--- src/rtl/imem_loader_pkg.sv ---
// loader_pkg: shared state encoding and stream-format constants for the imem loader.
package loader_pkg;
    typedef enum logic [2:0] {IDLE, HDR_HI, HDR_LO, DATA, CSUM, DONE, ERR} state_t;
    localparam int LEN_BYTES = 2;
    localparam int BYTES_PER_WORD = 4;
    localparam logic [7:0] CSUM_INIT = 8'h00;
endpackage

--- src/rtl/imem_loader_if.sv ---
// imem_loader_if: host byte link plus imem write port; master is the loader side.
interface imem_loader_if #(parameter int ADDR_W = 8);
    logic              byte_valid;
    logic [7:0]        byte_data;
    logic              byte_ready;
    logic              imem_we;
    logic [ADDR_W-1:0] imem_addr;
    logic [31:0]       imem_wdata;
    modport master (input byte_valid, byte_data, output byte_ready, imem_we, imem_addr, imem_wdata);
    modport slave (output byte_valid, byte_data, input byte_ready, imem_we, imem_addr, imem_wdata);
endinterface

--- src/rtl/imem_loader_byte_assembler.sv ---
// byte_assembler: packs big-endian bytes into 32-bit words; word_valid marks the 4th byte.
module byte_assembler
    import loader_pkg::*;
(
    input  logic        clk,
    input  logic        rst_n,
    input  logic        clr,
    input  logic        in_valid,
    input  logic [7:0]  in_data,
    output logic        word_valid,
    output logic [31:0] word
);
    logic [1:0]  cnt;
    logic [23:0] sh;
    assign word_valid = in_valid && cnt == 2'(BYTES_PER_WORD - 1);
    assign word = {sh, in_data};
    always_ff @(posedge clk) begin
        if (!rst_n || clr) begin
            cnt <= '0;
            sh  <= '0;
        end else if (in_valid) begin
            cnt <= cnt + 2'd1;
            sh  <= {sh[15:0], in_data};
        end
    end
endmodule

--- src/rtl/imem_loader.sv ---
// imem_loader: parses a length/data/checksum byte stream into imem writes and
// releases cpu_hold only once the whole image has been verified.
module imem_loader
    import loader_pkg::*;
#(
    parameter int ADDR_W = 8
)
(
    input  logic          clk,
    input  logic          rst_n,
    input  logic          start,
    imem_loader_if.master bus,
    output logic          cpu_hold,
    output logic          done,
    output logic          error
);
    localparam int MAX_WORDS = 2 ** ADDR_W;
    state_t        state, nxt;
    logic [15:0]   len, n;
    logic [ADDR_W:0] idx;
    logic [7:0]    csum;
    logic          take, restart, word_valid, last;
    logic [31:0]   word;
    assign take    = bus.byte_valid && bus.byte_ready;
    assign restart = start && (state == IDLE || state == DONE || state == ERR);
    assign n       = {len[15:8], bus.byte_data};
    assign last    = 16'(idx) + 16'd1 == len;
    byte_assembler u_asm (
        .clk        (clk),
        .rst_n      (rst_n),
        .clr        (restart),
        .in_valid   (take && state == DATA),
        .in_data    (bus.byte_data),
        .word_valid (word_valid),
        .word       (word)
    );
    always_comb begin
        nxt = state;
        case (state)
            IDLE, DONE, ERR: nxt = start ? HDR_HI : state;
            HDR_HI:          nxt = take ? HDR_LO : state;
            HDR_LO:          nxt = !take ? state : (n == 16'd0 || 32'(n) > MAX_WORDS) ? ERR : DATA;
            DATA:            nxt = (word_valid && last) ? CSUM : state;
            CSUM:            nxt = !take ? state : (bus.byte_data == csum) ? DONE : ERR;
            default:         nxt = IDLE;
        endcase
    end
    // Outputs are registered from the next state so they line up with the state they describe.
    always_ff @(posedge clk) begin
        if (!rst_n) begin
            state          <= IDLE;
            bus.byte_ready <= 1'b0;
            bus.imem_we    <= 1'b0;
            bus.imem_addr  <= '0;
            bus.imem_wdata <= '0;
            cpu_hold       <= 1'b1;
            done           <= 1'b0;
            error          <= 1'b0;
            len            <= '0;
            idx            <= '0;
            csum           <= CSUM_INIT;
        end else begin
            state          <= nxt;
            bus.byte_ready <= nxt inside {HDR_HI, HDR_LO, DATA, CSUM};
            done           <= nxt == DONE;
            error          <= nxt == ERR;
            cpu_hold       <= nxt != DONE;
            bus.imem_we    <= word_valid;
            if (word_valid) begin
                bus.imem_addr  <= idx[ADDR_W-1:0];
                bus.imem_wdata <= word;
                idx            <= idx + 1'b1;
            end
            if (restart) begin
                idx  <= '0;
                csum <= CSUM_INIT;
            end else if (take && state != CSUM) begin
                csum <= csum ^ bus.byte_data;
            end
            if (take && state == HDR_HI) len[15:8] <= bus.byte_data;
            if (take && state == HDR_LO) len[7:0] <= bus.byte_data;
        end
    end
endmodule

--- src/flat_wrapper.sv ---
// flat-port wrapper written by rule: the top's interface ports become plain ports
module imem_loader_flat import loader_pkg::*;
#(
    parameter int ADDR_W = 8
)
  (clk, rst_n, start, cpu_hold, done, error, bus_byte_valid, bus_byte_data, bus_byte_ready, bus_imem_we, bus_imem_addr, bus_imem_wdata);
  imem_loader_if #(.ADDR_W(ADDR_W)) bus_i ();
  input  logic clk;
  input  logic rst_n;
  input  logic start;
  output logic cpu_hold;
  output logic done;
  output logic error;
  input wire logic [$bits(bus_i.byte_valid)-1:0] bus_byte_valid;
  input wire logic [$bits(bus_i.byte_data)-1:0] bus_byte_data;
  output wire logic [$bits(bus_i.byte_ready)-1:0] bus_byte_ready;
  output wire logic [$bits(bus_i.imem_we)-1:0] bus_imem_we;
  output wire logic [$bits(bus_i.imem_addr)-1:0] bus_imem_addr;
  output wire logic [$bits(bus_i.imem_wdata)-1:0] bus_imem_wdata;
  assign bus_i.byte_valid = bus_byte_valid;
  assign bus_i.byte_data = bus_byte_data;
  assign bus_byte_ready = bus_i.byte_ready;
  assign bus_imem_we = bus_i.imem_we;
  assign bus_imem_addr = bus_i.imem_addr;
  assign bus_imem_wdata = bus_i.imem_wdata;
  imem_loader #(.ADDR_W(ADDR_W)) u_core (.clk(clk), .rst_n(rst_n), .start(start), .bus(bus_i), .cpu_hold(cpu_hold), .done(done), .error(error));
endmodule
--- config.mk ---
export PLATFORM = sky130hd
export DESIGN_NAME = imem_loader_flat
export DESIGN_NICKNAME = d
export VERILOG_FILES = /design/src/rtl/imem_loader_pkg.sv /design/src/rtl/imem_loader_if.sv /design/src/rtl/imem_loader_byte_assembler.sv /design/src/rtl/imem_loader.sv /design/src/flat_wrapper.sv
export SDC_FILE = /design/constraint.sdc
export NUM_CORES = 1
export LEC_CHECK = 0
export BUFFER_PORTS_ARGS = -buffer_cell sky130_fd_sc_hd__buf_2
export CAP_MARGIN = 5
export CORE_UTILIZATION = 33
export CTS_CLUSTER_SIZE = 40
export DETAILED_ROUTE_END_ITERATION = 8
export PLACE_DENSITY = 0.54
export REMOVE_ABC_BUFFERS = 1
export SETUP_SLACK_MARGIN = 0.2
export SLEW_MARGIN = 40
export SYNTH_ARGS = -nofsm -noshare
export SYNTH_HDL_FRONTEND = slang
export SYNTH_SLANG_ARGS = --single-unit
export TNS_END_PERCENT = 20
--- constraint.sdc ---
create_clock -name clk -period 2.1 [get_ports clk]
set_input_delay 0.42 -clock clk [delete_from_list [all_inputs] [get_ports clk]]
set_output_delay 0.42 -clock clk [all_outputs]
set_load 0.02 [all_outputs]
==> summary.md <==
| Metric | Value |
|---|---|
| Run status | `finished, violations left` |
| Violations in the final reports | `negative setup slack` |
| Number of max-cap violations | `0` |
| Weighted congestion at the end of routability-driven global placement | `0.825` |
| Post-route standard cell area excluding fillers | `5500 sq um` |
| Nets | `635` |
| Fill cells | `1391` |
| Antenna violations before repair | `0` |
| Number of global-route vias before repair | `3662` |
| Proportion of netlist area held by the largest area contributor | `47.8%` |
| Count of pins on the block boundary | `57` |
| Share of synthesized flip-flops with an asynchronous set or reset | `0%` |
| Min cycle time layout | `2.18 ns` |
| Sequential share of power | `53.1%` |
| Vias per inst | `4.77` |
| Total area of sequential cells | `2150 sq um` |
| Path depth of the worst reg2reg path | `6` |
| Final hold violation count | `0` |
| Final standard cell count with taps included and fillers excluded | `802` |
| Int Power | `2.95 mW` |
| Post-Route WL | `10.6 mm` |
| Combinational power share | `6.0%` |
| Critical path launch point type | `flop` |
| Area of the core | `13200 sq um` |
| Worst slew margin relative to its limit | `66.1%` |
| Accumulated negative setup slack | `-0.186 ns` |
| Initial standard-cell utilization of the core | `33.8%` |
| CTS tree | `done` |
| TritonCTS buffer count | `9` |
| Synth Cell Area | `4480 sq um` |
| P&R area growth vs syn | `22.8%` |
| Overall via count from detail_route | `3822` |
| Layout cells sized above 1 | `21.9%` |
| Hpwl dp | `7.61 mm` |
| Post-CTS Hold Fix Bufs | `0` |
| Hold/Removal Path Class | `in2reg` |
| Critical-path maximum fanout | `2` |
| Skew-Pair Late Insertion Delay | `0.34 ns` |
| Reported leakage power | `2.03 nW` |
| Core utilization of the finished layout | `41.6%` |
| Drt drc | `0` |
| Post-route worst setup slack | `-0.0768 ns` |
| Number of storage elements in the synthesis netlist | `107` |
| Routed wire length per instance | `13.3 microns` |
| Yosys warns | `0` |
| Die outline width | `119 microns` |
| Maximum VDD drop | `0.410 mV` |
| Dominant register cell in the synthesized netlist | `dfxtp_1` |
| Area of placed instances | `5180 sq um` |
| First-pass GRT wire length | `17.8 mm` |
| Critical path endpoint category | `flop` |
| Setup violations, final | `3` |
| Number of synthesized flops with an enable pin | `0` |
| Switching power | `0.915 mW` |
| Power Dens Cells | `703 nW/um^2` |
| Worst Max-Slew Pin Slew | `0.508 ns` |
| Port buffer count | `56` |
| Cell taking the most area after synthesis | `dfxtp_1` |
| Post-Syn Area per Cell | `8.10 sq um` |
| Required time at the endpoint of the critical path | `2.32 ns` |
| Post-route ant nets | `0` |
| Worst clock skew | `0.00564 ns` |
| Setup repair after global routing missed its margin | `true` |
| # diodes | `0` |
| Seq/Total Area, Yosys | `47.8%` |
| Clock-pin slew on the worst setup and hold paths | `0.07 ns` |
| Die Outline Area | `14000 sq um` |
| Maximum number of buffers from clock root to sink | `2` |
| Total global-route track usage | `16.0%` |
| Total count of max-transition violations in the final report | `0` |
| Number of instances in the synthesized netlist | `553` |
| Cell Count Post-Placement | `786` |
| Clk Tree Root Cell | `clkbuf_16` |
| Clk network pwr share | `40.9%` |
| Setup repair bufs after CTS | `0` |
| Overflow left after global routing | `0` |
| Final clock period utilization by the worst path | `104%` |
| Critical path start-end classification | `reg2reg` |
| 1st-iter DRT viols | `203` |
| DIE HEIGHT | `119 microns` |
| Endpoint arrival time on the critical path | `2.40 ns` |
| Leading post-synthesis cells by cell area | `dfxtp_1, nand2_1, a21oi_1` |
| Dpl ws | `-0.0814 ns` |
| Switching power share of the total | `23.7%` |
| Area used by multi-input combinational logic | `2210 sq um` |
| Timing-limited maximum frequency | `459 MHz` |
| Cell depth of the worst hold path | `2` |
| Count of cell types in the netlist | `55` |
| Flop-to-flop setup slack | `-0.08 ns` |
| Number of detailed-routing iterations run before antenna repair | `6` |
| Num rows | `42` |
| Largest net degree at the start of global routing | `44` |
| Sinks on the clock net | `107` |
| H-tree levels | `3` |
==> kinds of logic (layout without fill, tap and decap cells) <==
group,Yosys count,in the layout,share of synthesized area [%]
multiplexers,18,18,4.02
adder cells (fa/ha/maj),3,3,0.782
AND/OR/NAND/NOR,248,248,24.0
buffers and inverters,47,120,4.33
AO/OA/AOI/OAI,97,97,12.6
flip-flops,107,107,47.8
XOR/XNOR,33,33,6.45
==> cell usage after synthesis (all sizes together) (2+ instances only) <==
cell / count
mux2i: 18
ha: 2
and3: 5
nor2b: 3
or3: 3
nor2: 44
nand2: 153
inv: 5
nand3: 6
buf: 8
xor2: 12
a211oi: 3
dfxtp: 107
xnor2: 21
nor3: 5
clkbuf: 33
nand2b: 3
o211ai: 2
a21oi: 71
nand4: 5
and2: 5
o31ai: 2
a31oi: 2
or4: 4
nor4: 6
o21ai: 3
==> layer usage <==
metal  vias to the layer above  track usage (%)  share of wire (%)
li1                       1971                -                  -
met1                      1781             20.4                 48
met2                        62             26.8                 47
met3                         8             3.62                3.5
met4                         0             4.59               0.98
met5                         -                0                  0
==> sequential cells by signal (all words and copies together), names as in the netlist, 2 cells and up <==
register / flops
u_core.bus.imem_addr: 8
u_core.bus.imem_wdata: 32
u_core.csum: 8
u_core.idx: 9
u_core.len: 16
u_core.state: 3
u_core.u_asm.cnt: 2
u_core.u_asm.sh: 24
==> worst paths after layout <==
path	from	to
worst min register to register	u_core.bus.imem_addr[2]$_SDFFE_PN0P_	u_core.bus.imem_addr[2]$_SDFFE_PN0P_
worst max register to register	u_core.len[15]$_SDFFE_PN0P_	u_core.bus.byte_ready$_SDFF_PN0_
worst min-delay path	rst_n	u_core.state[1]$_SDFF_PN0_
worst max-delay path	u_core.len[15]$_SDFFE_PN0P_	u_core.bus.byte_ready$_SDFF_PN0_
==> per-stage QoR <==
stage	power, mW	hold slack, ns
3_3_place_gp	2.33	0.439
6_report	3.87	0.397
5_1_grt	4.02	0.398
4_1_cts	3.93	0.389
3_5_place_dp	2.33	0.444
2_1_floorplan	2.22	0.432
==> power groups by stage <==
stage	clock (mW)	combinational (mW)	sequential [mW]
final	1.58	0.233	2.05
after global routing	1.71	0.257	2.06
after CTS	1.64	0.231	2.05
after detailed placement	0	0.228	2.10
after global placement	0	0.225	2.10
after floorplan	0	0.111	2.11
==> cell type report <==
cell class | instances | share of cell area (%)
Sequential cell | 107 | 39.1
Clock inverter | 6 | 0.864
Multi-Input combinational cell | 399 | 40.2
Clock buffer | 10 | 4.16
Tap cell | 176 | 4.00
Timing Repair Buffer | 98 | 11.3
Inverter | 6 | 0.409
==> cells in the final DEF (no fill, tap or decap), types with 2 or more instances in the layout <==
cell,instances
or4_4,2
inv_1,5
o211ai_1,2
nor2_1,42
o21ai_0,2
mux2i_1,18
a21oi_1,70
nor4_2,2
a31oi_1,2
dfxtp_1,101
o31ai_1,2
and3_1,5
dfxtp_2,6
buf_2,56
clkbuf_16,9
nor3_1,5
nand2b_1,3
buf_4,40
xnor2_1,21
nand4_1,5
and2_1,5
xor2_1,12
or4_1,2
a211oi_1,3
nand2_1,153
nand3_1,4
inv_6,3
or3_1,2
buf_12,2
nor2b_1,3
nor4_1,4
==> worst max-delay path, stage by stage, from the launching register on <==
cell     delay (ns)
dfxtp_2        0.32
or4_4          0.53
or4_4          0.42
or3_4          0.35
a21oi_4        0.18
mux2i_1        0.20
nor2_1         0.05
==> timing repair <==
item	4_1_cts	5_1_grt
pin swaps	2	1
cloned	0	0
hold endpoints to repair	0	0
gates resized for setup	7	6
setup endpoints to repair	7	9
No activity file was read; power rests on OpenSTA's default activity.
